<file path="src/rtl/calculadora_multicanal.sv">
// Multi-accumulator calculator: 1-cycle ALU ops, WIDTH-cycle shift-add MUL (in_ready low while busy).
// Optional clamping arithmetic when SATURATE_EN is defined; default build wraps modulo 2^WIDTH.
module calculadora_multicanal #(
  parameter int WIDTH = 8,
  parameter int N_ACC = 4,
  parameter int SEL_W = (N_ACC > 1) ? $clog2(N_ACC) : 1
) (
  input  logic             clk,
  input  logic             rst,
  input  logic [WIDTH-1:0] entrada,
  input  logic [3:0]       codigo,
  input  logic [SEL_W-1:0] sel_acc,
  input  logic             in_valid,
  output logic             in_ready,
  output logic [WIDTH-1:0] saida,
  output logic             out_valid,
  output logic             overflow,
  output logic             zero,
  output logic             busy
);
  localparam int CW = $clog2(WIDTH + 1);
  localparam logic [SEL_W:0] N_ACC_L  = N_ACC[SEL_W:0];
  localparam logic [CW-1:0]  CNT_INIT = WIDTH[CW-1:0];
  localparam logic [CW-1:0]  CNT_ONE  = CW'(1);

  localparam logic [3:0] OP_SHOW_IN  = 4'd0;
  localparam logic [3:0] OP_ADD      = 4'd1;
  localparam logic [3:0] OP_SUB      = 4'd2;
  localparam logic [3:0] OP_SHOW_ACC = 4'd3;
  localparam logic [3:0] OP_MUL      = 4'd4;
  localparam logic [3:0] OP_CLR      = 4'd5;
  localparam logic [3:0] OP_LOAD     = 4'd6;

  typedef enum logic {IDLE, MUL} state_t;

  state_t             state;
  logic [WIDTH-1:0]   acc [N_ACC];
  logic [2*WIDTH-1:0] mcand;
  logic [2*WIDTH-1:0] product;
  logic [WIDTH-1:0]   mplier;
  logic [SEL_W-1:0]   idx;
  logic [CW-1:0]      count;

  logic               accept;
  logic               sel_ok;
  logic [WIDTH-1:0]   a_val;
  logic [WIDTH:0]     sum;
  logic [WIDTH:0]     diff;
  logic [2*WIDTH-1:0] prod_next;
  logic               mul_ovf;
  logic [WIDTH-1:0]   add_res;
  logic [WIDTH-1:0]   sub_res;
  logic [WIDTH-1:0]   mul_res;

  assign in_ready = (state == IDLE);
  assign accept   = in_valid && in_ready;
  assign sel_ok   = ({1'b0, sel_acc} < N_ACC_L);
  assign a_val    = sel_ok ? acc[sel_acc] : '0;

  // mcand is kept pre-shifted, so each step adds it directly when the multiplier LSB is set
  always_comb begin
    sum       = {1'b0, a_val} + {1'b0, entrada};
    diff      = {1'b0, a_val} - {1'b0, entrada};
    prod_next = product + (mplier[0] ? mcand : '0);
    mul_ovf   = |prod_next[2*WIDTH-1:WIDTH];
`ifdef SATURATE_EN
    add_res   = sum[WIDTH]  ? '1 : sum[WIDTH-1:0];
    sub_res   = diff[WIDTH] ? '0 : diff[WIDTH-1:0];
    mul_res   = mul_ovf     ? '1 : prod_next[WIDTH-1:0];
`else
    add_res   = sum[WIDTH-1:0];
    sub_res   = diff[WIDTH-1:0];
    mul_res   = prod_next[WIDTH-1:0];
`endif
  end

  always_ff @(posedge clk or negedge rst) begin
    if (!rst) begin
      state     <= IDLE;
      for (int i = 0; i < N_ACC; i++) acc[i] <= '0;
      saida     <= '0;
      out_valid <= 1'b0;
      overflow  <= 1'b0;
      zero      <= 1'b0;
      busy      <= 1'b0;
      mcand     <= '0;
      product   <= '0;
      mplier    <= '0;
      idx       <= '0;
      count     <= '0;
    end else begin
      out_valid <= 1'b0;
      case (state)
        IDLE: begin
          if (accept && sel_ok) begin
            case (codigo)
              OP_SHOW_IN: begin
                saida     <= entrada;
                out_valid <= 1'b1;
              end
              OP_ADD: begin
                acc[sel_acc] <= add_res;
                saida        <= '0;
                overflow     <= sum[WIDTH];
                zero         <= (add_res == '0);
              end
              OP_SUB: begin
                acc[sel_acc] <= sub_res;
                saida        <= '0;
                overflow     <= diff[WIDTH];
                zero         <= (sub_res == '0);
              end
              OP_SHOW_ACC: begin
                saida     <= a_val;
                out_valid <= 1'b1;
              end
              OP_MUL: begin
                mcand   <= {{WIDTH{1'b0}}, a_val};
                mplier  <= entrada;
                idx     <= sel_acc;
                product <= '0;
                count   <= CNT_INIT;
                busy    <= 1'b1;
                state   <= MUL;
              end
              OP_CLR: begin
                acc[sel_acc] <= '0;
                zero         <= 1'b1;
                overflow     <= 1'b0;
              end
              OP_LOAD: begin
                acc[sel_acc] <= entrada;
                zero         <= (entrada == '0);
                overflow     <= 1'b0;
              end
              default: ;
            endcase
          end
        end
        MUL: begin
          product <= prod_next;
          mcand   <= mcand << 1;
          mplier  <= mplier >> 1;
          count   <= count - CNT_ONE;
          if (count == CNT_ONE) begin
            acc[idx] <= mul_res;
            overflow <= mul_ovf;
            zero     <= (mul_res == '0);
            saida    <= '0;
            busy     <= 1'b0;
            state    <= IDLE;
          end
        end
        default: state <= IDLE;
      endcase
    end
  end
endmodule

</file>
<file path="config.mk">
export PLATFORM = sky130hd
export DESIGN_NAME = calculadora_multicanal
export DESIGN_NICKNAME = d
export VERILOG_FILES = /design/src/rtl/calculadora_multicanal.sv
export SDC_FILE = /design/constraint.sdc
export NUM_CORES = 1
export LEC_CHECK = 0
export ABC_AREA = 0
export BUFFER_PORTS_ARGS = -buffer_cell sky130_fd_sc_hd__buf_4
export CAP_MARGIN = 20
export CORE_MARGIN = 1.5
export CORE_UTILIZATION = 65
export CTS_BUF_LIST = sky130_fd_sc_hd__clkbuf_4
export CTS_CLUSTER_DIAMETER = 200
export DETAILED_ROUTE_END_ITERATION = 10
export GPL_TIMING_DRIVEN = 0
export PLACE_DENSITY = 0.93
export SYNTH_ARGS = -nofsm -noshare
export SYNTH_HDL_FRONTEND = slang
export SYNTH_SLANG_ARGS = --single-unit
</file>
<file path="constraint.sdc">
create_clock -name clk -period 6.9 [get_ports clk]
set_clock_uncertainty 0.2 [all_clocks]
set_input_delay 0.345 -clock clk [delete_from_list [all_inputs] [get_ports clk]]
set_output_delay 0.345 -clock clk [all_outputs]
set_load 0.02 [all_outputs]
</file>
# Word level (Yosys, flattened, before mapping)
# Cells that the tools add are included.
# totals
ff_bits,91
in_bits,17
out_inout_bits,13
wordCells,110
# op_classes
add_sub_neg,4
n_lt_le_gt_ge,4
n_eq_ne,13
n_mux,51
bitwise_logic,5
reduce_logical,18
# ops
op,n
bitwise mux 32 bit,4
case mux 32 bit (4 select lines),1
2-to-1 mux 16 bit,5
2-to-1 mux 32 bit,2
2-to-1 mux 8 bit,8
case mux 16 bit (2 select lines),2
case mux 32 bit (2 select lines),1
bitwise AND 32 bit,1
demux 8 bit (select 2 bit),2
logical NOT 8 bit,4
NOT 32 bit,1
case mux 8 bit (2 select lines),2
case mux 8 bit (3 select lines),1
adder 16 bit,1
binary-select mux 8 bit (select 2 bit),1
AND reduction 3 bit,5
2-to-1 mux 1 bit,13
"== test 4 x 3 -> 1 bit, second input constant",3
adder 8 x 8 -> 9 bit,1
subtractor 8 x 8 -> 9 bit,1
"== test 4 x 1 -> 1 bit, second input constant",2
"== test 4 x 2 -> 1 bit, second input constant",2
2-to-1 mux 4 bit,2
"!= test 4 x 2 -> 1 bit, second input constant",2
16 further kinds,28

# Longest topological paths before layout
# Gate-level depths: netlist (run 1).
# depth
ltp_word,10
mapped_depth,14
depth_no_buf,12

# Worst setup path before layout (run 1)
# No wires, ideal clock.
# synth_timing
path_type,input port to flip-flop
from,input sel_acc[0]
to,register acc[14] in the netlist's numbering
setup_time_ns,0.110
arrival_ns,3.350
t_required_ns,6.590
setup_slack_ns,3.240
stages,11
n_path_buf,2
path_cell_list,clkbuf_1 buf_2 mux4_2 ha_1 fa_1 nand2b_1 a21oi_1 o21ba_2 o311ai_0 o21ai_1 o41ai_1
# synth_via
elab_chain_cells,10
word_cells_on_any_way,19
classes_between,2 x add/sub; 2 x order compare; 11 x mux; 3 x bitwise; 1 x reduce/logical
# synth_rtl
item,line,rtl
start: declaration,12,"input logic [SEL_W-1:0] sel_acc,"
NOT 2 -> 3 bit (implied by the code) *,-,
branches (longest 6 deep; another with subtractor 8 x 8 -> 9 bit),-,
case mux 32 bit (4 select lines) *,96,case (codigo)
2-to-1 mux 32 bit *,95,if (accept && sel_ok) begin
case mux 32 bit (2 select lines) *,93,case (state)
end signal: indexed assignment,102,acc[sel_acc] <= add_res;
end signal: indexed assignment,108,acc[sel_acc] <= sub_res;
end signal: indexed assignment,132,acc[sel_acc] <= entrada;
end: declaration,37,logic [WIDTH-1:0] acc [N_ACC];
# Every way passes the cells marked *. The select of a mux whose other input is x is not followed.
# A chain may end at the register's enable or synchronous reset.

# Worst setup path in the final report (run 1)
# layout_timing
from,input sel_acc[0]
to,register acc[22] in the netlist's numbering
# Same word-level chain as after synthesis.

==> flow_summary.yaml, run 1 <==
final_layout:
  fin_nets: 816
  multi_input_area_um2: 3716
  seqCellArea_um2: 2277
  final_cell_mix: "130 x nand2_1, 91 x dfrtp_1, 48 x o21ai_0"
  antenna_cells: 0
  area_growth_pct: 9.125
  fillCellCount: 686
  final_common_cell: "nand2_1"
  layout-drive-gt1-share_pct: 11.10
floorplanning:
  dieArea_um2: 10260
  fp-row-count: 35
  die_w_um: 101.3
  ioPinCount: 30
  initial_utilization_pct: 67.64
  die_y_um: 101.3
  core-area_um2: 9284
sta:
  rsz0062_at_grt: "false"
  final.period_utilization_pct: 55.12
  tightest_slew_ns: 0.8692
  drv_slew: 0
  hold_viol_final: 0
  fin_crit_ns: 3.804
  hold_slack_ns: 0.04044
  slew_headroom_pct: 42.06
  max_freq_ghz: 0.2629
  setup_violations: 0
  fin_ws_ns: 3.096
  fin_tns_setup_ns: 0
cts:
  cts_buffers: 9
  cts_resized: 0
  cts_tree: "built"
  postCtsSetupRepairBufs: 0
  clkSlewWorstSetupHoldPaths_ns: 0.15
  cts-root-buf: "clkbuf_4"
  cts_buffer_depth: 2
  clk_latency_ns: 0.47
  clock_sinks: 91
  htreeDepth: 3
yosys:
  synth_warnings: 0
  synth_edf_count: 0
  netlist_area_um2: 6280
  ys_ff_latch: 91
  avgSynthCellArea_um2: 8.746
  netlist_instances: 718
  synthArstFlopShare_pct: 100.0
  yosysSeqAreaShare_pct: 36.26
  synth_cell_types: 71
  ys.flop_type: "dfrtp_1"
  syn_nets: 773
setup_path:
  r2r_slack_ns: 3.28
  crit_path_max_fanout: 10
  endpoint: "acc[22]"
  worstPathArrival_ns: 3.95
  crit_type: "in -> reg"
  rr_worst_depth: 11
  crit_path_start_kind: "primary input"
  crit_path_start: "sel_acc[0]"
  end_kind: "flip-flop"
  r2r-start: "mplier[0]"
  required_ns: 7.04
  regToRegEndpoint: "overflow"
drt:
  finalWirelength_um: 18380
  remaining_drc_errors: 0
  antenna_left: 0
  num_vias: 6076
  drt_iter0_markers: 702
  vias_per_cell: 6.789
  wl_per_cell_um: 20.54
  dr.pass1.iters: 6
placed_design:
  finalWeightedCongestion: 0.9656
  hpwl_um: 13620
  port_buffers: 28
  post-place-ws_ns: 2.651
power_and_ir_drop:
  power_density_nw_per_um2: 362.9
  p_leak_nw: 3.000
  vdd_drop_max_mv: 0.1794
flow_run:
  maxCapViolCount: 0
global_route:
  grt_max_degree: 92
  grt.overflow.total: 0
  antenna_found_initial: 0
  grt_pass1_wl_um: 28950
  grt_usage_pct: 36.90
  grt_pass1_vias: 5819
run_status:
  status: "finished, final reports clean"
min_path:
  hold_class: "in -> reg"
report_power, final:
group	internal, W	total [W]	leakage (nW)	switching, W
sequential	0.000723	0.000877	1.21	0.000154
combinational	0.000483	0.00129	1.72	0.000812
clock	0.000112	0.000315	0.0741	0.000202
per-layer routing:
metal  wire length, um  track usage, %
met1              7273           49.64
met2              8399           56.79
met3              1599           4.762
met4              1111           22.86
met5                 0           2.404
worst min-delay path by stage:
stage / start / end / slack, ns / cells after the start
finish: entrada[6] / saida[6] / 0.04 / 3
global route: entrada[2] / saida[2] / 0.03 / 3
CTS: entrada[6] / saida[6] / 0.02 / 3
detailed placement: acc[26] / acc[26] / 0.26 / 1
global placement: acc[26] / acc[26] / 0.26 / 1
floorplan: rst / acc[0] / -0.15 / 0
what timing repair did:
action,4_1_cts,5_1_grt
setup endpoints to repair,0,0
hold buffers,3,0
endpoints found under the hold margin,93,0
area by class of cell:
class / count / share of cell area (%)
Tap cell: 129 / 2.355
Inverter: 30 / 1.643
Clock buffer: 9 / 0.9859
Multi-Input combinational cell: 556 / 54.23
Buffer: 41 / 2.538
Clock inverter: 7 / 1.114
Timing Repair Buffer: 32 / 3.907
Sequential cell: 91 / 33.23
cell usage after synthesis, types with 3 or more instances:
cell	number	area, um^2
a221o_1	10	100.1
a31oi_1	9	56.30
o41ai_1	3	26.28
nor2b_1	7	43.79
a21oi_1	36	180.2
o31a_1	6	52.55
buf_2	7	35.03
nor3_1	18	90.09
or2_2	6	37.54
a22o_1	5	43.79
xnor2_1	17	148.9
o221ai_1	26	227.7
a21o_1	4	30.03
fa_1	3	60.06
o22ai_1	7	43.79
or3_1	3	18.77
mux2i_1	9	90.09
nor2_1	45	168.9
buf_4	3	22.52
o211ai_1	7	52.55
inv_1	26	97.59
xor2_1	6	52.55
o21ai_1	9	45.04
o21ai_0	48	240.2
and2_1	20	125.1
nand4_1	3	18.77
clkbuf_1	26	97.59
nand2b_1	8	50.05
o21bai_1	3	22.52
dfrtp_1	91	2277
nand2_1	130	488.0
ha_1	35	437.9
and3_1	4	25.02
nor4_1	5	31.28
a32oi_1	8	70.07
mux4_2	8	180.2
nand3_1	10	50.05
buf_1	5	18.77
worst max-delay path, stage by stage:
cell and delay [ns]:
clkbuf_1 0.30, buf_2 0.39, mux4_2 0.64, ha_1 0.27
fa_1 0.47, nand2b_1 0.12, a21oi_1 0.09, o21ba_2 0.23
o311ai_0 0.46, o21ai_1 0.22, o41ai_1 0.42
flip-flops by register name (all words and copies together), names as in the netlist:
| name | count |
|---|---|
| acc | 32 |
| mcand | 16 |
| product | 16 |
| mplier | 8 |
| saida | 8 |
| count | 4 |
| idx | 2 |
| busy | 1 |
| out_valid | 1 |
| overflow | 1 |
| state | 1 |
| zero | 1 |
through the flow:
step / instance area, um^2 / std cells / total power [W] / utilization (%)
final: 6853 / 895 / 0.002487 / 73.81
after global routing: 6853 / 895 / 0.002633 / 73.81
after CTS: 6825 / 894 / 0.002446 / 73.52
after detailed placement: 6651 / 875 / 0.002134 / 71.64
after global placement: 6651 / 875 / 0.002071 / 71.64
after floorplan: 6280 / 718 / 0.001726 / -
kinds of logic (layout without fill, tap and decap cells):
group | after synthesis | count (layout) | synth area share, %
compound gates | 210 | 210 | 23.99
xor+xnor | 23 | 23 | 3.208
fa+ha+maj | 38 | 38 | 7.930
buf+inv | 71 | 119 | 4.563
flops | 91 | 91 | 36.26
mux | 19 | 19 | 4.662
simple gates | 266 | 266 | 19.39
Note: power is estimated with default switching activity, not from simulation.
==> run 2, diff against run 1 <==
CORE_UTILIZATION = 64   (was 65)
PLACE_DENSITY = 0.92   (was 0.93)
clock period = 3.7 ns   (was 6.9 ns; I/O delays follow)
==> flow_summary.yaml, run 2 (synthesis results as in run 1) <==
placed_design:
  dp_cells: 875
  placed_cell_area_um2: 6651
  finalWeightedCongestion: 0.9946
  port_buffers: 28
  hpwl_um: 13590
sta:
  slew_headroom_pct: 44.39
  max_freq_ghz: 0.2859
  drv_slew: 0
  final.period_utilization_pct: 94.54
  setup_violations: 0
  tightest_slew_ns: 0.8341
  fin_crit_ns: 3.498
  hold_slack_ns: -0.01729
  rsz0062_at_grt: "false"
  hold_viol_final: 20
setup_path:
  crit_path_start_kind: "primary input"
  r2r_slack_ns: 0.22
  regToRegEndpoint: "overflow"
  crit_chain: "buf_4 > buf_1 > mux4_2 > inv_1 > ha_1 > fa_1 > nor2b_1 > o21ai_1 > a21bo_2 > a21oi_1 > xnor2_1 > o211ai_1 > o21ai_1 > o41ai_1"
  required_ns: 3.86
  crit_path_max_fanout: 10
  crit_type: "in -> reg"
  crit_buf_inv: 3
  end_kind: "flip-flop"
  r2r-start: "mplier[0]"
  cpPeakStageDelay_ns: 0.52
  timing.critical_path.mode_cell: "o21ai_1"
  cpMaxStageDelayCell: "buf_1"
  path_delay_family: "compound AO/OA/AOI/OAI gates"
  worstPathArrival_ns: 3.65
  rr_worst_depth: 11
final_layout:
  layout-drive-gt1-share_pct: 11.31
  regMostFlops: "acc"
  final_cell_mix: "130 x nand2_1, 91 x dfrtp_1, 48 x o21ai_0"
  fin_nets: 828
  largest_register_ffs: 32
  stdcell_area_um2: 6959
  instances_no_fill: 907
  largestRegisters: "acc x32, mcand x16, product x16"
  area_growth_pct: 10.82
  final_util_pct: 74.26
  final_common_cell: "nand2_1"
  antenna_cells: 0
floorplanning:
  ioPinCount: 30
  core-area_um2: 9371
  die_w_um: 102.1
  fp-row-count: 35
  die_y_um: 102.1
  dieArea_um2: 10420
  initial_utilization_pct: 67.01
cts:
  cts_buffers: 9
  clock_sinks: 91
  clk_latency_ns: 0.48
  htreeDepth: 3
  cts_tree: "built"
  cts-root-buf: "clkbuf_4"
  clkSlewWorstSetupHoldPaths_ns: 0.15
  cts_buffer_depth: 2
  postCtsSetupRepairBufs: 0
drt:
  wl_per_cell_um: 20.89
  finalWirelength_um: 18950
  dr.pass1.iters: 6
  drt_iter0_markers: 708
  remaining_drc_errors: 0
  num_vias: 6194
  vias_per_cell: 6.829
  antenna_left: 0
run_status:
  violations: "hold timing"
  status: "finished, violations left"
global_route:
  antenna_found_initial: 0
  grt_usage_pct: 38.19
  grt_pass1_vias: 6008
  grt.overflow.total: 0
  grt_max_degree: 92
  grt_pass1_wl_um: 30160
power_and_ir_drop:
  vdd_drop_max_mv: 0.3064
  power_density_nw_per_um2: 661.4
  p_leak_nw: 3.050
min_path:
  hold_class: "in -> async"
flow_run:
  maxCapViolCount: 0
-- run 2: changes by cell type in the layout (fill, tap and decap cells not counted), moves of 2 or more --
cell,change
dlygate4sd3_1,+12
clkbuf_1,-3
clkbuf_2,+2
clkinv_4,-2
-- run 2: final cells by class --
cell class                      instances  area (um^2)
Clock inverter                          7        50.05
Timing Repair Buffer                   44        387.9
Buffer                                 41        178.9
Sequential cell                        91         2277
Clock buffer                            9        67.56
Multi-Input combinational cell        556         3724
Fill cell                             688         2412
Inverter                               30        112.6
Tap cell                              129        161.4
-- run 2: stage by stage --
stage / hold slack (ns) / total power [W] / setup WS (ns) / setup TNS, ns
after detailed placement: 0.2652 / 0.003976 / -0.4907 / -2.828
after global routing: 0.02236 / 0.004883 / 0.0001803 / 0
after CTS: 0.04148 / 0.004500 / 0.1487 / 0
after floorplan: -0.3106 / 0.003219 / 0.1996 / 0
final: -0.01729 / 0.004603 / 0.2020 / 0
after global placement: 0.2552 / 0.003845 / -0.4262 / -2.085
-- run 2: repair_timing --
item                                    4_1_cts  5_1_grt
resized for setup                             1        7
hold endpoints to repair                    103        0
hold buffers                                 15        0
endpoints found under the setup margin        2        3
-- run 2: worst reg2reg max path, cell delays in order (launching register included) --
cell	delay, ns
dfrtp_1	0.50
clkbuf_2	0.22
and2_1	0.20
fa_1	0.47
a211oi_2	0.27
o21ai_1	0.17
a2111oi_2	0.46
o31ai_1	0.13
a21oi_1	0.18
xor2_1	0.23
nand4_1	0.11
o31a_1	0.25
-- run 2: worst max-delay path by stage --
stage,start,to,slack (ns),depth (start not counted)
floorplan,sel_acc[0],acc[14],0.20,11
global placement,sel_acc[0],acc[14],-0.43,11
detailed placement,sel_acc[0],acc[22],-0.49,11
CTS,sel_acc[0],acc[14],0.15,11
global route,sel_acc[1],acc[22],0.0002,14
finish,sel_acc[1],acc[14],0.20,14
-- run 2: layer usage --
metal / up-vias / wire, um / GRT usage [%]
li1: 2733 / - / -
met1: 2939 / 7168 / 47.97
met2: 396 / 8773 / 59.04
met3: 126 / 1910 / 9.986
met4: 0 / 1093 / 23.81
met5: - / 0 / 0
-- run 2: report_power, final --
part / leakage, nW / internal [W] / switching (W)
clock: 0.0604 / 0.000141 / 0.000376
combinational: 1.78 / 0.000922 / 0.00152
sequential: 1.21 / 0.00135 / 0.000292
total: 3.05 / 0.00241 / 0.00219
==> run 3, diff against run 2 <==
CORE_ASPECT_RATIO = 0.5   (was default)
PLACE_DENSITY = 0.81   (was 0.92)
==> flow_summary.yaml, run 3 (synthesis results as in run 1) <==
setup_path:
  crit_type: "in -> reg"
  required_ns: 3.86
  end_kind: "flip-flop"
  cpPeakStageDelay_ns: 0.62
  crit_path_start_kind: "primary input"
  worstPathArrival_ns: 3.68
  path_delay_family: "compound AO/OA/AOI/OAI gates"
  crit_path_max_fanout: 10
  cpMaxStageDelayCell: "mux4_2"
  crit_chain: "clkbuf_1 > clkbuf_4 > mux4_2 > ha_1 > fa_1 > nand2b_1 > a21oi_1 > o21ba_2 > o311ai_1 > o21ai_1 > o41ai_1"
  crit_buf_inv: 2
floorplanning:
  fp-row-count: 25
  initial_utilization_pct: 66.26
  core-area_um2: 9478
  ioPinCount: 30
  die_w_um: 143.1
  die_y_um: 73.05
  dieArea_um2: 10450
sta:
  fin_crit_ns: 3.512
  hold_slack_ns: 0.03057
  rsz0062_at_grt: "true"
  hold_viol_final: 0
  max_freq_ghz: 0.2847
  slew_headroom_pct: 38.63
  setup_violations: 0
  drv_slew: 0
  tightest_slew_ns: 0.9172
  fin_ws_ns: 0.1876
  final.period_utilization_pct: 94.93
cts:
  cts_tree: "built"
  clock_sinks: 91
  clkSlewWorstSetupHoldPaths_ns: 0.15
  clk_latency_ns: 0.49
  cts_buffer_depth: 2
  cts-root-buf: "clkbuf_4"
  cts_buffers: 9
  htreeDepth: 3
  postCtsSetupRepairBufs: 0
final_layout:
  antenna_cells: 0
  final_cell_mix: "130 x nand2_1, 90 x dfrtp_1, 48 x o21ai_0"
  stdcell_area_um2: 7028
  fin_nets: 830
  largestRegisters: "acc x32, mcand x16, product x16"
  area_growth_pct: 11.91
  final_common_cell: "nand2_1"
  largest_register_ffs: 32
  layout-drive-gt1-share_pct: 11.41
  regMostFlops: "acc"
  instances_no_fill: 915
drt:
  drt_iter0_markers: 776
  finalWirelength_um: 18950
  num_vias: 6064
  remaining_drc_errors: 0
  dr.pass1.iters: 7
  wl_per_cell_um: 20.71
  antenna_left: 0
  vias_per_cell: 6.627
placed_design:
  finalWeightedCongestion: 0.9551
  hpwl_um: 13550
  dp_cells: 882
  placed_cell_area_um2: 6686
  port_buffers: 28
  post-place-ws_ns: -0.4771
global_route:
  antenna_found_initial: 0
  grt.overflow.total: 0
  grt_pass1_wl_um: 29210
  grt_usage_pct: 37.51
  grt_max_degree: 62
  grt_pass1_vias: 5597
min_path:
  hold_class: "in -> reg"
power_and_ir_drop:
  vdd_drop_max_mv: 0.3608
  power_w: 0.004710
  power_density_nw_per_um2: 670.2
  p_leak_nw: 3.073
flow_run:
  maxCapViolCount: 0
run_status:
  status: "finished, final reports clean"
[run 3: timing repair]
action                                  4_1_cts  5_1_grt
gates resized for setup                       0        7
endpoints found under the setup margin        0        6
hold buffers                                 17        0
hold endpoints to repair                    103        0
[run 3: tightest hold or removal path, cell delays in order]
cell and delay (ns):
buf_4 0.13, and3_1 0.21, o21ai_1 0.09, nand2_1 0.05
[run 3: final cells by class]
cell class                 instances  area [um^2]
buffer                            41        177.7
clock buffer                       9        67.56
clock inverter                     7        92.59
fill                             693         2450
inverter                          30        112.6
multi-input combinational        556         3722
sequential                        91         2278
tap                              135        168.9
timing repair buffer              46        407.9
[run 3: final timing paths]
check / end / cells past startpoint / slack (ns) / from
worst max register to register: acc[14] / 9 / 0.21 / acc[24]
max in group asynchronous: product[6] / 4 / 1.67 / rst
min in group asynchronous: acc[6] / 3 / 0.50 / rst
worst min-delay path: zero / 4 / 0.03 / in_valid
worst min register to register: mplier[1] / 2 / 0.30 / mplier[2]
worst max-delay path: acc[14] / 11 / 0.19 / sel_acc[0]
[run 3: metrics by stage]
step                      setup TNS (ns)  util (%)
after floorplan                        0         -
after global placement            -2.733     70.26
after detailed placement          -3.744     70.55
after CTS                              0     74.03
after global routing            -0.01309     74.15
final                                  0     74.15
[run 3: where the power goes]
part	total, W	internal (W)	switching, W
clock	0.000633	0.000225	0.000408
sequential	0.00163	0.00135	0.000284
combinational	0.00244	0.000915	0.00153
total	0.00471	0.00249	0.00222
[run 3: metal layers]
layer	share of wire [%]	wire, um	global-route usage, %	up-vias
met1	43	8059	53.19	2887
li1	-	-	-	2733
met2	43	8091	54.91	394
met3	12	2352	11.35	50
met4	2.4	447	12.49	0
met5	0	0	0	-
